==> src/rtl/instruction_fetch_if.sv <==
// Fetch-unit bus bundle: instruction memory port, decode handshake and redirect/fault.
// The master modport is the fetch unit; the slave is memory plus decode.
interface instruction_fetch_if;
    logic [31:0] imem_addr;
    logic [31:0] imem_data;
    logic        instr_valid;
    logic        instr_ready;
    logic [31:0] instr_data;
    logic [31:0] instr_pc;
    logic        redirect_valid;
    logic [31:0] redirect_pc;
    logic        fetch_fault;

    modport master (
        output imem_addr,
        input  imem_data,
        output instr_valid,
        input  instr_ready,
        output instr_data,
        output instr_pc,
        input  redirect_valid,
        input  redirect_pc,
        output fetch_fault
    );

    modport slave (
        input  imem_addr,
        output imem_data,
        input  instr_valid,
        output instr_ready,
        input  instr_data,
        input  instr_pc,
        output redirect_valid,
        output redirect_pc,
        input  fetch_fault
    );
endinterface

==> src/rtl/instruction_fetch.sv <==
// Instruction fetch: PC register driving a combinational imem, an in-order {pc, word}
// buffer towards decode, branch/jump redirect with a sticky misaligned-target fault.
module instruction_fetch #(
    parameter logic [31:0] RESET_PC = 32'd0,
    parameter int unsigned DEPTH    = 2
) (
    input  logic                  clk,
    input  logic                  rst,
    instruction_fetch_if.master   bus
);
    localparam int unsigned PW = (DEPTH > 1) ? $clog2(DEPTH) : 1;
    localparam int unsigned CW = PW + 1;
    localparam logic [CW-1:0] FULL = CW'(DEPTH);

    typedef struct packed {
        logic [31:0] pc;
        logic [31:0] word;
    } entry_t;

    entry_t          fifo [DEPTH];
    logic [31:0]     pc;
    logic [PW-1:0]   rd_ptr;
    logic [PW-1:0]   wr_ptr;
    logic [CW-1:0]   count;
    logic            fault;
    logic            empty;
    logic            pop;
    logic            push;

    // A redirect voids any handshake; a pop frees a slot for a same-cycle push.
    always_comb begin
        empty = (count == '0);
        pop   = ~empty & bus.instr_ready & ~bus.redirect_valid;
        push  = ~fault & ~bus.redirect_valid & ((count < FULL) | pop);
    end

    assign bus.imem_addr   = pc;
    assign bus.instr_valid = ~empty & ~bus.redirect_valid;
    assign bus.instr_pc    = empty ? 32'd0 : fifo[rd_ptr].pc;
    assign bus.instr_data  = empty ? 32'd0 : fifo[rd_ptr].word;
    assign bus.fetch_fault = fault;

    // Control state: PC, pointers, occupancy and fault flag.
    always_ff @(posedge clk or posedge rst) begin
        if (rst) begin
            pc     <= RESET_PC;
            rd_ptr <= '0;
            wr_ptr <= '0;
            count  <= '0;
            fault  <= 1'b0;
        end else if (bus.redirect_valid) begin
            pc     <= bus.redirect_pc;
            rd_ptr <= '0;
            wr_ptr <= '0;
            count  <= '0;
            fault  <= (bus.redirect_pc[1:0] != 2'b00);
        end else begin
            if (push) begin
                pc     <= pc + 32'd4;
                wr_ptr <= wr_ptr + PW'(1);
            end
            if (pop) begin
                rd_ptr <= rd_ptr + PW'(1);
            end
            count <= count + CW'(push) - CW'(pop);
        end
    end

    // Payload storage needs no reset: it is only visible while count != 0.
    always_ff @(posedge clk) begin
        if (push) begin
            fifo[wr_ptr] <= '{pc: pc, word: bus.imem_data};
        end
    end
endmodule

==> src/flat_wrapper.sv <==
// flat-port wrapper written by rule: the top's interface ports become plain ports
module instruction_fetch_flat 
#(
    parameter logic [31:0] RESET_PC = 32'd0,
    parameter int unsigned DEPTH    = 2
)
  (clk, rst, bus_imem_addr, bus_imem_data, bus_instr_valid, bus_instr_ready, bus_instr_data, bus_instr_pc, bus_redirect_valid, bus_redirect_pc, bus_fetch_fault);
  instruction_fetch_if bus_i ();
  input  logic clk;
  input  logic rst;
  output wire logic [$bits(bus_i.imem_addr)-1:0] bus_imem_addr;
  input wire logic [$bits(bus_i.imem_data)-1:0] bus_imem_data;
  output wire logic [$bits(bus_i.instr_valid)-1:0] bus_instr_valid;
  input wire logic [$bits(bus_i.instr_ready)-1:0] bus_instr_ready;
  output wire logic [$bits(bus_i.instr_data)-1:0] bus_instr_data;
  output wire logic [$bits(bus_i.instr_pc)-1:0] bus_instr_pc;
  input wire logic [$bits(bus_i.redirect_valid)-1:0] bus_redirect_valid;
  input wire logic [$bits(bus_i.redirect_pc)-1:0] bus_redirect_pc;
  output wire logic [$bits(bus_i.fetch_fault)-1:0] bus_fetch_fault;
  assign bus_imem_addr = bus_i.imem_addr;
  assign bus_i.imem_data = bus_imem_data;
  assign bus_instr_valid = bus_i.instr_valid;
  assign bus_i.instr_ready = bus_instr_ready;
  assign bus_instr_data = bus_i.instr_data;
  assign bus_instr_pc = bus_i.instr_pc;
  assign bus_i.redirect_valid = bus_redirect_valid;
  assign bus_i.redirect_pc = bus_redirect_pc;
  assign bus_fetch_fault = bus_i.fetch_fault;
  instruction_fetch #(.RESET_PC(RESET_PC), .DEPTH(DEPTH)) u_core (.clk(clk), .rst(rst), .bus(bus_i));
endmodule
==> config.mk <==
export PLATFORM = sky130hd
export DESIGN_NAME = instruction_fetch_flat
export DESIGN_NICKNAME = d
export VERILOG_FILES = /design/src/rtl/instruction_fetch_if.sv /design/src/rtl/instruction_fetch.sv /design/src/flat_wrapper.sv
export SDC_FILE = /design/constraint.sdc
export NUM_CORES = 1
export LEC_CHECK = 0
export ABC_AREA = 1
export CORE_AREA = 4 4 126 128
export DETAILED_ROUTE_END_ITERATION = 8
export DIE_AREA = 0 0 130 132
export GPL_TIMING_DRIVEN = 1
export PLACE_DENSITY = 0.81
export SLEW_MARGIN = 10
export SYNTH_ARGS = -nofsm -noshare
export SYNTH_HDL_FRONTEND = slang
export SYNTH_SLANG_ARGS = --single-unit
==> constraint.sdc <==
create_clock -name clk -period 4.7 [get_ports clk]
set_clock_uncertainty 0.1 [all_clocks]
set_input_delay 1.41 -clock clk [delete_from_list [all_inputs] [get_ports clk]]
set_output_delay 1.41 -clock clk [all_outputs]
set_load 0.02 [all_outputs]
==> impl_metrics.tcl <==
set metrics [dict create \
    status "finished, final reports clean" \
    finalMaxSlewViolations 0 \
    gp_congestion 0.8780 \
    io_buffer_count 165 \
    timing.reg2reg.setup_slack_ns 2.35 \
    post-place-ws_ns 0.6320 \
    numCtsBuffers 17 \
    area_growth_pct 34.14 \
    cts.sinks 165 \
    vdd.ir_drop.worst_mv 0.2551 \
    diodes 0 \
    overflow 0 \
    syn_avg_cell_area_sq_um 9.967 \
    worstPathMaxFanout 2 \
    fp.dieH_um 132 \
    nets 962 \
    drt-initial-drc-count 391 \
    ant_nets 0 \
    io-pin-count 166 \
    met1_length_mm 7.545 \
    required_ns 3.19 \
    setup_slack_ns 0.6365 \
    postSynthCellCount 728 \
    holdWs_ns 0.4083 \
    cp-end-kind "output port" \
    ctsLongestPathBuffers 2 \
    h-tree-depth 4 \
    yosys_warnings 0 \
    cts_tree "yes" \
    routed_wl_mm 17.17 \
    met2_length_mm 8.206 \
    clkLatencyLatePin_ns 0.43 \
    core_sq_um 14860 \
    drt-pass1-iter-count 5 \
    min_from "u_core.bus.imem_addr[1]$_DFFE_PP0P_" \
    cts-resized-gates 0 \
    vias_per_cell 5.105 \
    cts-root-buf "clkbuf_16" \
    r2r_start "u_core.count[1]$_DFF_PP0_" \
    hold_end "u_core.fifo[0][33]$_DFFE_PP_" \
    fin_setup_tns_ns 0 \
    num_vias 5575 \
    drive_gt1_share_pct 6.637 \
    die_area_sq_um 17160 \
    syn_nets 799 \
    grt_max_degree 67 \
    yosys_register_bits 165 \
    synth.area.top_cells "edfxtp_1 53%, nand2_1 14%, dfrtp_1 13%" \
    grt_pass1_vias 5465 \
    yosysTopAreaCellShare_pct 52.97 \
    clk_pin_slew_ns 0.06 \
    timing.rr.end "u_core.count[1]$_DFF_PP0_" \
    hpwl_mm 11.14 \
    period_needed_ns 4.064 \
    fmax_mhz 246.1 \
    hold_viol 0 \
    rr_worst_depth 10 \
    post_cts_buffers 0 \
    route.met3.wl_mm 1.084 \
    timing_worst_setup_path_type "input port to output port" \
    holdBufCountCts 0 \
    initial_core_util_pct 48.81 \
    cp_data_arrival_time_ns 2.55 \
    rsz0062_at_grt "no" \
    die_w_um 130 \
    ys_types 31 \
    maxCapViolations 0 \
    antenna_found_initial 0 \
    grt_usage_pct 20.38 \
    min_path_type "register to register" \
    std_cell_rows 45 \
    start_kind "input port" \
    grt_pass1_wl_mm 27.19 \
    fin_crit_sh_pct 86.46 \
    worst_pin_slew_ns 0.7532 \
    syn_area_sq_um 7256 \
    setup_viol 0 \
    p_leak_nw 3.704 \
    drcViolationCount 0 \
    fill_cells 1153 \
    yosysTopAreaCell "edfxtp_1" \
    slew_headroom_pct 49.79 \
    yosysSeqAreaShare_pct 65.74 \
    avgRoutedWirePerCell_um 15.72 \
    cellPowerDensity_nw_per_um2 438.0 \
    p_total_mw 4.263 \
    worstHoldPathCells 0 \
    route.top_layer_used "met4" \
]
[metrics by stage]
step	utilization [%]	cells	area, sq um
2_1_floorplan	-	728	7261
3_3_place_gp	61.34	1060	9117
4_1_cts	65.48	1092	9733
5_1_grt	65.48	1092	9733
6_report	65.48	1092	9733
3_5_place_dp	61.34	1060	9117
[cell usage in the layout, fill, tap and decap left out, drive strengths merged, types with 2 or more instances in the layout]
cell,instances
nand3,46
xor2,3
clkdlybuf4s50,165
xnor2,5
o21ai,17
clkinv,5
bufinv,3
clkinvlp,4
ha,3
nand2,278
inv,52
clkbuf,18
o21bai,7
a21oi,65
edfxtp,128
buf,8
o211ai,2
dfrtp,37
nor2,52
[Yosys cell counts (all sizes together)]
cell type / count
edfxtp: 128
ha: 3
o311ai: 1
nand3b: 1
a31oi: 1
clkbuf: 6
nand4: 1
xor2: 3
o21ai: 17
a21oi: 65
dfrtp: 37
o211ai: 2
nor2: 52
nand2: 278
o21bai: 7
and2: 1
buf: 23
nand3: 46
o221ai: 1
xnor2: 5
inv: 50
[worst max path at each step]
stage                     slack, ns                          end          startpoint
after detailed placement       0.63              bus_instr_valid  bus_redirect_valid
after global routing           0.60              bus_instr_valid  bus_redirect_valid
final                          0.64              bus_instr_valid  bus_redirect_valid
after global placement         0.63              bus_instr_valid  bus_redirect_valid
after floorplan                0.79  u_core.fifo[0][0]$_DFFE_PP_  bus_redirect_valid
after CTS                      0.63              bus_instr_valid  bus_redirect_valid
[report_power, final]
group / total (mW) / internal (mW) / leakage, nW / switching [mW]
logic: 1.03 / 0.430 / 1.80 / 0.603
clock network: 1.42 / 0.853 / 0.287 / 0.568
registers: 1.81 / 1.71 / 1.62 / 0.104
total: 4.26 / 2.99 / 3.70 / 1.28
[sequential cells by signal (all words and copies together), names as in the netlist]
signal,count
u_core.fifo,128
u_core.rd_ptr,1
u_core.count,2
u_core.wr_ptr,1
u_core.bus.fetch_fault,1
u_core.bus.imem_addr,32
[layout make-up]
type                       instances  area [sq um]  area share, %
inverter                          50         187.7          1.928
tap                              188         235.2          2.417
clock inverter                    14         176.4          1.813
timing repair buffer             173          1737          17.84
sequential                       165          4771          49.02
multi-input combinational        484          2187          22.47
clock buffer                      18         439.2          4.512
[cell families (layout without fill, tap and decap cells)]
logic type	count (synthesis)	in the layout	share of synthesized area, %
AOI/OAI and AO/OA	94	94	7.070
xor gates and xnor gates	8	8	0.9657
adders and majority gates	3	3	0.5174
buffers and inverters	79	255	4.432
DFF	165	165	65.74
and+or+nand+nor	379	379	21.28
[worst max-delay path: stages]
cell	delay [ns]
clkdlybuf4s50_1	0.42
nor2_1	0.10
clkdlybuf4s50_1	0.62
[routing by layer]
layer / global-route usage, % / vias to the layer above
met5: 0 / -
met4: 7.910 / 0
met3: 5.186 / 28
met2: 32.66 / 182
met1: 26.64 / 2619
li1: - / 2746
(Power assumes the default switching activity.)
